<file path="config.mk">
export PLATFORM = sky130hd
export DESIGN_NAME = uart_rx_ovs
export DESIGN_NICKNAME = d
export VERILOG_FILES = /design/src/rtl/uart_pkg.sv /design/src/rtl/uart_rx_fifo.sv /design/src/rtl/uart_rx_ovs.sv
export SDC_FILE = /design/constraint.sdc
export NUM_CORES = 1
export LEC_CHECK = 0
export ABC_AREA = 1
export CORE_MARGIN = 1.5
export CORE_UTILIZATION = 53
export CTS_CLUSTER_SIZE = 40
export DETAILED_ROUTE_END_ITERATION = 7
export PLACE_DENSITY = 0.75
export SLEW_MARGIN = 10
export SYNTH_ARGS = -nofsm -noshare
export SYNTH_HDL_FRONTEND = slang
export SYNTH_SLANG_ARGS = --single-unit
</file>
<file path="constraint.sdc">
create_clock -name clk50m -period 2.1 [get_ports clk50m]
set_input_delay 0.42 -clock clk50m [delete_from_list [all_inputs] [get_ports clk50m]]
set_output_delay 0.42 -clock clk50m [all_outputs]
set_load 0.05 [all_outputs]
</file>
<file path="src/rtl/uart_pkg.sv">
// rtl/uart_pkg.sv - shared state type and baud divider helper for the oversampling UART receiver
package uart_pkg;

`ifdef UART_RX_PARITY_EN
    typedef enum logic [2:0] {
        ST_IDLE   = 3'd0,
        ST_START  = 3'd1,
        ST_DATA   = 3'd2,
        ST_PARITY = 3'd3,
        ST_STOP   = 3'd4
    } rx_state_e;
`else
    typedef enum logic [2:0] {
        ST_IDLE   = 3'd0,
        ST_START  = 3'd1,
        ST_DATA   = 3'd2,
        ST_STOP   = 3'd4
    } rx_state_e;
`endif

    function automatic int div_calc(input int fclk, input int fbaud, input int ovs);
        return fclk / (fbaud * ovs);
    endfunction

endpackage

</file>
<file path="src/rtl/uart_rx_fifo.sv">
// rtl/uart_rx_fifo.sv - receive word FIFO with drop-on-full indication
module uart_rx_fifo #(
    parameter int WIDTH      = 8,
    parameter int FIFO_DEPTH = 4
) (
    input  logic                          clk,
    input  logic                          rst_n,
    input  logic                          push_i,
    input  logic [WIDTH-1:0]              wdata_i,
    input  logic                          pop_i,
    output logic [WIDTH-1:0]              rdata_o,
    output logic                          valid_o,
    output logic [$clog2(FIFO_DEPTH):0]   count_o,
    output logic                          drop_o
);
    localparam int AW = $clog2(FIFO_DEPTH);
    localparam int CW = AW + 1;

    logic [WIDTH-1:0] mem_q [FIFO_DEPTH];
    logic [AW-1:0]    wr_ptr_q, rd_ptr_q;
    logic [CW-1:0]    count_q;
    logic             full, pop_ok, push_ok;

    assign full    = (count_q == CW'(FIFO_DEPTH));
    assign pop_ok  = pop_i && (count_q != '0);
    // A full FIFO still accepts a push when the head leaves in the same cycle.
    assign push_ok = push_i && (!full || pop_ok);
    assign drop_o  = push_i && full && !pop_ok;

    always_ff @(posedge clk or negedge rst_n) begin
        if (!rst_n) begin
            for (int i = 0; i < FIFO_DEPTH; i++) mem_q[i] <= '0;
            wr_ptr_q <= '0;
            rd_ptr_q <= '0;
            count_q  <= '0;
        end else begin
            if (push_ok) begin
                mem_q[wr_ptr_q] <= wdata_i;
                wr_ptr_q        <= wr_ptr_q + 1'b1;
            end
            if (pop_ok) rd_ptr_q <= rd_ptr_q + 1'b1;
            if (push_ok && !pop_ok)      count_q <= count_q + 1'b1;
            else if (!push_ok && pop_ok) count_q <= count_q - 1'b1;
        end
    end

    assign rdata_o = mem_q[rd_ptr_q];
    assign valid_o = (count_q != '0);
    assign count_o = count_q;
endmodule

</file>
<file path="src/rtl/uart_rx_ovs.sv">
// rtl/uart_rx_ovs.sv - oversampling UART receiver with FIFO; optional parity via UART_RX_PARITY_EN
module uart_rx_ovs import uart_pkg::*; #(
    parameter int WIDTH      = 8,
    parameter int FCLK       = 50000000,
    parameter int FBAUD      = 115200,
    parameter int OVS        = 16,
    parameter int STOP_BITS  = 1,
    parameter int FIFO_DEPTH = 4,
    parameter int PARITY_ODD = 0
) (
    input  logic                        clk50m,
    input  logic                        rst_n,
    input  logic                        rx,
    output logic [WIDTH-1:0]            rx_data,
    output logic                        rx_valid,
    input  logic                        rx_pop,
    output logic                        rx_idle,
    output logic                        rx_frame_err,
    output logic                        rx_parity_err,
    output logic                        rx_overrun,
    input  logic                        rx_err_clr,
    output logic [$clog2(FIFO_DEPTH):0] rx_count
);
    localparam int DIV = div_calc(FCLK, FBAUD, OVS);
    localparam int DW  = (DIV > 2) ? $clog2(DIV) : 1;
    localparam int TW  = $clog2(OVS);
    localparam int BW  = $clog2(WIDTH);
    localparam logic [DW-1:0] DIV_RELOAD = DW'(DIV - 1);
    localparam logic [TW-1:0] T_VOTE     = TW'(OVS / 2 + 1);
    localparam logic [TW-1:0] T_END      = TW'(OVS - 1);
    localparam logic          STOP_LAST  = (STOP_BITS == 2);

    rx_state_e        state_q, state_d;
    logic             sync1_q, sync2_q, prev_q;
    logic [DW-1:0]    div_q;
    logic [TW-1:0]    tick_cnt_q;
    logic [1:0]       samp_q;
    logic [WIDTH-1:0] shreg_q, shreg_d;
    logic [BW-1:0]    bit_cnt_q, bit_cnt_d;
    logic             stop_cnt_q, stop_cnt_d, stop_bad_q, stop_bad_d;
    logic             discard_q, discard_d;
    logic             frame_err_q, frame_err_d, ovr_q;
    logic             rx_s, tick, start_edge, vote, vote_tick, bit_end, push, drop;

    assign rx_s       = sync2_q;
    assign tick       = (div_q == '0);
    assign start_edge = (state_q == ST_IDLE) && prev_q && !rx_s;
    assign vote       = (samp_q[1] & samp_q[0]) | (samp_q[1] & rx_s) | (samp_q[0] & rx_s);
    assign vote_tick  = tick && (tick_cnt_q == T_VOTE);
    assign bit_end    = tick && (tick_cnt_q == T_END);

    always_ff @(posedge clk50m or negedge rst_n) begin
        if (!rst_n) begin
            sync1_q    <= 1'b1;
            sync2_q    <= 1'b1;
            prev_q     <= 1'b1;
            div_q      <= DIV_RELOAD;
            tick_cnt_q <= '0;
            samp_q     <= 2'b11;
        end else begin
            sync1_q <= rx;
            sync2_q <= sync1_q;
            prev_q  <= sync2_q;
            // Restarting on the start edge keeps the sample ticks centred on each bit.
            if (start_edge) begin
                div_q      <= DIV_RELOAD;
                tick_cnt_q <= '0;
            end else if (tick) begin
                div_q      <= DIV_RELOAD;
                tick_cnt_q <= tick_cnt_q + 1'b1;
                samp_q     <= {samp_q[0], rx_s};
            end else begin
                div_q <= div_q - 1'b1;
            end
        end
    end

    always_ff @(posedge clk50m or negedge rst_n) begin
        if (!rst_n) begin
            state_q     <= ST_IDLE;
            shreg_q     <= '0;
            bit_cnt_q   <= '0;
            stop_cnt_q  <= 1'b0;
            stop_bad_q  <= 1'b0;
            discard_q   <= 1'b0;
            frame_err_q <= 1'b0;
            ovr_q       <= 1'b0;
        end else begin
            state_q     <= state_d;
            shreg_q     <= shreg_d;
            bit_cnt_q   <= bit_cnt_d;
            stop_cnt_q  <= stop_cnt_d;
            stop_bad_q  <= stop_bad_d;
            discard_q   <= discard_d;
            frame_err_q <= frame_err_d;
            ovr_q       <= drop | (ovr_q & ~rx_err_clr);
        end
    end

`ifdef UART_RX_PARITY_EN
    logic parity_err_q, parity_err_d;
    always_ff @(posedge clk50m or negedge rst_n) begin
        if (!rst_n) parity_err_q <= 1'b0;
        else        parity_err_q <= parity_err_d;
    end
    assign rx_parity_err = parity_err_q;
`else
    logic unused_parity_cfg;
    assign unused_parity_cfg = PARITY_ODD[0];
    assign rx_parity_err     = 1'b0;
`endif

    always_comb begin
        state_d     = state_q;
        shreg_d     = shreg_q;
        bit_cnt_d   = bit_cnt_q;
        stop_cnt_d  = stop_cnt_q;
        stop_bad_d  = stop_bad_q;
        discard_d   = discard_q;
        frame_err_d = 1'b0;
        push        = 1'b0;
`ifdef UART_RX_PARITY_EN
        parity_err_d = 1'b0;
`endif
        case (state_q)
            ST_IDLE: if (start_edge) begin
                state_d    = ST_START;
                bit_cnt_d  = '0;
                stop_cnt_d = 1'b0;
                stop_bad_d = 1'b0;
                discard_d  = 1'b0;
            end
            ST_START: begin
                if (vote_tick && vote) state_d = ST_IDLE;
                else if (bit_end)      state_d = ST_DATA;
            end
            ST_DATA: begin
                if (vote_tick) shreg_d = {vote, shreg_q[WIDTH-1:1]};
                if (bit_end) begin
                    if (bit_cnt_q == BW'(WIDTH - 1)) begin
`ifdef UART_RX_PARITY_EN
                        state_d = ST_PARITY;
`else
                        state_d = ST_STOP;
`endif
                    end else begin
                        bit_cnt_d = bit_cnt_q + 1'b1;
                    end
                end
            end
`ifdef UART_RX_PARITY_EN
            ST_PARITY: begin
                if (vote_tick && ((^shreg_q ^ vote) != PARITY_ODD[0])) begin
                    parity_err_d = 1'b1;
                    discard_d    = 1'b1;
                end
                if (bit_end) state_d = ST_STOP;
            end
`endif
            ST_STOP: begin
                // Leave at the midpoint of the last stop bit so a following start edge is caught.
                if (vote_tick) begin
                    if (stop_cnt_q == STOP_LAST) begin
                        state_d     = ST_IDLE;
                        frame_err_d = stop_bad_q | ~vote;
                        push        = ~(stop_bad_q | ~vote) & ~discard_q;
                    end else begin
                        stop_bad_d = stop_bad_q | ~vote;
                    end
                end else if (bit_end) begin
                    stop_cnt_d = 1'b1;
                end
            end
            default: state_d = ST_IDLE;
        endcase
    end

    uart_rx_fifo #(.WIDTH(WIDTH), .FIFO_DEPTH(FIFO_DEPTH)) u_fifo (
        .clk     (clk50m),
        .rst_n   (rst_n),
        .push_i  (push),
        .wdata_i (shreg_q),
        .pop_i   (rx_pop),
        .rdata_o (rx_data),
        .valid_o (rx_valid),
        .count_o (rx_count),
        .drop_o  (drop)
    );

    assign rx_idle      = (state_q == ST_IDLE);
    assign rx_frame_err = frame_err_q;
    assign rx_overrun   = ovr_q;
endmodule

</file>
After elaboration in Yosys (flattened, before gate mapping)
Cells that the tools add are included.
{ "totals": {"input_bits": 5, "register_bits": 71, "word_cells": 128, "output_inout_bits": 16} }
{ "classes": {"reduce_logical": 30, "bitwise_logic": 14, "mux": 37, "magnitude_cmp": 3, "n_eq_ne": 17, "addsub": 7} }
{ "op_table": {"columns": ["operator", "n"], "rows": [
  ["$mux W3", 12],
  ["$bwmux W32", 1],
  ["$mux W8", 3],
  ["$bmux W8 S2", 1],
  ["$demux W8 S2", 1],
  ["$ne A2 B2 Y1 const B", 8],
  ["$logic_and A1 B1 Y1", 12],
  ["$pmux W3 S4", 1],
  ["$reduce_and A4 Y1", 3],
  ["$mux W1", 11],
  ["$mux W5", 2],
  ["$eq A3 B3 Y1 const B", 3],
  ["$eq A4 B4 Y1 const B", 2],
  ["$mux W4", 2],
  ["$reduce_bool A2 Y1", 4],
  ["$add A3 B1 Y3 const B", 2],
  ["$ge A3 B3 Y1 const B", 2],
  ["$not A2 Y3", 2],
  ["$pmux W3 S2", 1],
  ["$reduce_and A6 Y1", 1],
  ["$logic_not A5 Y1", 1],
  ["$sub A5 B1 Y5 const B", 1],
  ["$add A2 B1 Y2 const B", 2],
  ["$add A4 B1 Y4 const B", 1],
  ["15 further kinds", 29]
]} }

Depth between registers and ports, before layout
{ "logic_depth": {"depth_word": 14, "depth_mapped": 12, "depth_no_buf": 12} }

Cells and area by module
A second synthesis with hierarchy kept.
{ "hier_totals": {"hier_cells": 400, "area_unflattened_um2": 3527.1} }
{ "by_module_without_submodules": {"columns": ["module", "instances", "area_each_um2", "cells_per_inst", "seq_area_each_um2"], "rows": [
  ["uart_rx_fifo", 1, 2006.9, 236, 975.9],
  ["uart_rx_ovs", 1, 1520.2, 164, 810.8]
]} }

Worst setup path after synthesis
Ideal clock, no wire load.
{ "synth_timing": {"kind": "register to register", "start": "register u_fifo.count_q[1], in the netlist u_fifo.count_o[1]", "end": "register u_fifo.count_q[2], in the netlist u_fifo.count_o[2]", "n_path_buf": 0, "stages_incl_launch_ff": 10, "arrival_time_ps": 2362, "slack_ps": -393, "setup_time_ps": 131, "cell_sequence": "dfrtp_1 > inv_1 > nand3_1 > nand2_1 > ha_1 > inv_1 > fa_1 > a21oi_1 > o21ai_0 > xor2_1"} }
{ "synth_between": {"elab_chain_cells": 7} }
{ "synth_lines": {"columns": ["item", "line", "rtl"], "rows": [
  ["start: declaration", "uart_rx_fifo.sv:21", "logic [CW-1:0] count_q;"],
  ["start signal: assignment", "uart_rx_fifo.sv:42", "if (push_ok && !pop_ok) count_q <= count_q + 1'b1;"],
  ["start signal: assignment", "uart_rx_fifo.sv:43", "else if (!push_ok && pop_ok) count_q <= count_q - 1'b1;"],
  ["$reduce_bool A3 Y1 (*)", null, null],
  ["net rx_valid", "uart_rx_ovs.sv:15", "output logic rx_valid,"],
  ["$logic_and A1 B1 Y1 (*)", "uart_rx_fifo.sv:25", "assign pop_ok = pop_i && (count_q != '0);"],
  ["$logic_or A1 B1 Y1", "uart_rx_fifo.sv:27", "assign push_ok = push_i && (!full || pop_ok);"],
  ["$logic_and A1 B1 Y1", "uart_rx_fifo.sv:27", null],
  ["$logic_not A1 Y1", "uart_rx_fifo.sv:43", null],
  ["$logic_and A1 B1 Y1", "uart_rx_fifo.sv:43", null],
  ["$reduce_bool A2 Y1 (no line)", null, null]
]} }
The timed path passes the listed nets; every way through them passes the cells marked *. The select of a mux whose other input is x is not followed.
A chain may end at the register's enable or synchronous reset.

Worst setup path after layout
{ "layout_timing": {"start": "register tick_cnt_q[1]", "end": "register u_fifo.count_q[2], in the netlist u_fifo.count_o[2]"} }
{ "layout_between": {"elab_chain_cells": 8} }
{ "layout_lines": {"columns": ["item", "line", "rtl"], "rows": [
  ["start: declaration", "uart_rx_ovs.sv:36", "logic [TW-1:0] tick_cnt_q;"],
  ["start signal: assignment", "uart_rx_ovs.sv:70", "tick_cnt_q <= tick_cnt_q + 1'b1;"],
  ["$eq A4 B4 Y1 (*)", "uart_rx_ovs.sv:49", "assign vote_tick = tick && (tick_cnt_q == T_VOTE);"],
  ["$logic_and A1 B1 Y1 (*)", "uart_rx_ovs.sv:49", null],
  ["$mux W1 (*)", "uart_rx_ovs.sv:162", "if (vote_tick) begin"],
  ["$mux W1 (*)", "uart_rx_ovs.sv:125", "case (state_q)"],
  ["$logic_and A1 B1 Y1 (*)", "uart_rx_fifo.sv:27", null],
  ["net u_fifo.push_ok", "uart_rx_fifo.sv:22", "logic full, pop_ok, push_ok;"],
  ["$logic_not A1 Y1", "uart_rx_fifo.sv:43", null],
  ["$logic_and A1 B1 Y1", "uart_rx_fifo.sv:43", null],
  ["$reduce_bool A2 Y1 (no line)", null, null]
]} }
The timed path passes the listed nets; every way through them passes the cells marked *.

==> flow_summary_export.csv <==
group,metric,value,unit
yosys,post_synth.cell_area_avg,8.58,sq um
final_layout,fin_util,69.0,%
worst_setup_path,cp.depth,12,
sta,fmax,427,MHz
pwr,cellPowerDensity,1160,nW/um^2
placement,hpwlAfterDp,5330,um
global_route,grt_pass1_wl,14200,um
yosys,netlist_top_cells_count,"nand2_1 (113), dfrtp_1 (63), nand4_1 (39), nor2_1 (34), inv_1 (33)",
final_layout,final_area,4380,sq um
sta,fin_skew,0.0117,ns
yosys,yosysTopAreaCell,"dfrtp_1",
cts,cts_inserted_buffers,9,
sta,min_period,2.34,ns
placement,place_congestion,0.849,
cts,htreeDepth,3,
worst_setup_path,critPathKind,"flop to flop",
outcome,violations,"setup timing",
worst_setup_path,path_cells,"inv_1 > ha_1 > nand3_2 > nor2_4 > nand4_1 > a31oi_1 > ha_2 > inv_2 > fa_2 > a21oi_2 > o21ai_2 > xor2_1",
sta,setup_ws,-0.240,ns
sta,hold_violations,0,
cts,clock-root-buffer,"clkbuf_8",
global_route,antenna_found_initial,0,
cts,hold_buffers,0,
global_route,grt_start_max_net_pins,72,
global_route,grt.overflow.total,0,
route,drtAntennaViolNets,0,
die,io_pins,21,
yosys,netlist_area,3500,sq um
worst_setup_path,crit_buf_inv,2,
placement,portBuffers,19,
worst_setup_path,critPathArrivalTime,2.58,ns
die,row_count,29,
yosys,synth.most_common_cell,"nand2_1",
yosys,syn-num-nets,425,
cts,clk_latency,0.36,ns
route,vias,3077,
global_route,grt_pass1_vias,3068,
die,coreArea,6350,sq um
yosys,yosys_warnings,0,
final_layout,drive_gt1_share,23.7,%
yosys,synth.area.top_cells,"dfrtp_1 (45%), nand2_1 (12%), nand4_1 (7.0%), dfstp_2 (6.0%), ha_1 (3.9%)",
final_layout,area_growth,25.2,%
sta,max_slew_margin,66.3,%
sta,tightest_slew,0.504,ns
pwr,irDropWorstVdd,1.44,mV
global_route,grt_use_total,25.3,%
yosys,synth_flop_cell,"dfrtp_1",
placement,placed_cell_area,4150,sq um
sta,rsz0062_at_grt,"yes",
yosys,synth_top_area_share,45.0,%
die,die_w,84.3,um
route,dr.first_iter.drc_count,339,
yosys,synthArstFlopShare,100,%
route,vias_per_cell,5.68,
cts,clock-sinks,71,
route,routed_wl,8220,um
yosys,yosysUniqueCellTypes,33,
worst_setup_path,cpPeakStageDelay,0.38,ns
yosys,ys_seq_elements,71,
sta,slew_violations,0,
worst_setup_path,end_kind,"flop",
route,drc,0,
outcome,status,"complete, but fails checks",
die,initial_core_util,55.1,%
route,drt-pass1-iter-count,4,
final_layout,final_nets,477,
yosys,synth_edf_count,0,
worst_setup_path,cp_max_fo,2,
final_layout,n_antenna_cell,0,
worst_setup_path,start_kind,"flop",
worst_hold_path,hp-class,"input pin to asynchronous set/reset pin",
cts,clkSlewWorstSetupHoldPaths,0.08,ns
yosys,syn_inst,408,
worst_setup_path,rr_worst_depth,12,
route,wl_per_cell,15.2,um
worst_setup_path,crit_slowest_cell,"dfrtp_1",
sta,setup-tns-final,-0.373,ns
cts,cts_buffer_depth,2,
yosys,synth_seq_area_share,51.1,%
die,die_height,84.3,um
sta,period_share,111,%
worst_setup_path,cpLargestDelayFamily,"adder cells",
cts,cts_tree,"done",
pwr,leakage,0.00221,uW
worst_setup_path,worstPathRequired,2.34,ns
placement,place_ws,-0.256,ns
job,maxCapViolations,0,
die,die_area,7100,sq um
sta,setup_viol,2,
logic make-up (layout without fill, tap and decap cells):
logic type / Yosys count / after routing / synth area share (%)
AO/OA/AOI/OAI: 52 / 52 / 8.01
multiplexers: 1 / 1 / 0.322
other: 1 / 1 / 0.107
AND/OR/NAND/NOR: 212 / 212 / 27.9
buffers and inverters: 53 / 110 / 6.65
XOR/XNOR: 6 / 6 / 1.50
adder cells (fa/ha/maj): 12 / 12 / 4.50
flip-flops: 71 / 71 / 51.1
power breakdown:
group	leakage, uW	internal [uW]	switching (uW)	total, uW
clock	0.0000894	490	509	999
sequential	0.000943	1540	126	1670
combinational	0.00118	1010	1400	2410
layer usage:
metal  GRT usage [%]  up-vias  part of all wire [%]
met5               0        -                     0
met4            12.1        0                   2.5
met3            3.74       25                   5.3
met2            43.4      107                    51
met1            31.5     1485                    41
li1                -     1460                     -
through the flow:
step | power (uW) | hold slack [ns] | std cells
6_report | 5080 | 0.0548 | 542
5_1_grt | 5320 | 0.116 | 542
4_1_cts | 5060 | 0.100 | 542
3_5_place_dp | 4010 | 0.349 | 525
3_3_place_gp | 3960 | 0.348 | 525
2_1_floorplan | 3030 | 0.124 | 408
path summary, 6_finish.rpt:
path / start / end / slack [ns]
setup / recovery: tick_cnt_q[1] / u_fifo.count_o[2] / -0.24
setup reg to reg: tick_cnt_q[1] / u_fifo.count_o[2] / -0.24
hold reg to reg: sync1_q / rx_s / 0.36
min in group clk50m: sync1_q / rx_s / 0.36
hold / removal: rst_n / u_fifo.mem_q[0] / 0.05
max in group asynchronous: rst_n / samp_q[0] / 1.67
flip-flops by register name, indices dropped and copies added, names as in the netlist, 2 cells and up:
register	count
bit_cnt_q	3
div_q	5
samp_q	2
shreg_q	8
state_q	3
tick_cnt_q	4
u_fifo.count_o	3
u_fifo.mem_q	32
u_fifo.rd_ptr_q	2
u_fifo.wr_ptr_q	2
final cells by class:
type	instances	area [sq um]
Tap cell	77	96.3
Sequential cell	71	1790
Multi-Input combinational cell	284	1600
Fill cell	501	1970
Inverter	36	135
Clock buffer	13	159
Clock inverter	3	17.5
Timing Repair Buffer	58	591
cells in the final DEF (no fill, tap or decap), drive strengths merged:
cell type        n
mux2             1
dfrtp           63
fa               1
nor2            36
inv             36
xnor2            2
a21oi           10
clkdlybuf4s50    8
clkinv           2
nand2          116
o22ai           10
xor2             4
nand4           39
buf             50
clkinvlp         1
conb             1
and2             1
a31oi            1
nand3           16
o21ai           30
nor3             4
clkbuf          13
dfstp            8
ha              11
o211ai           1
what timing repair did:
| item | in CTS | in global routing |
|---|---|---|
| gates cloned | 0 | 0 |
| setup endpoints to repair | 2 | 10 |
| resized for setup | 13 | 6 |
| pin swaps | 10 | 8 |
| setup buffers | 1 | 0 |
Note: power is estimated with default switching activity, not from simulation.
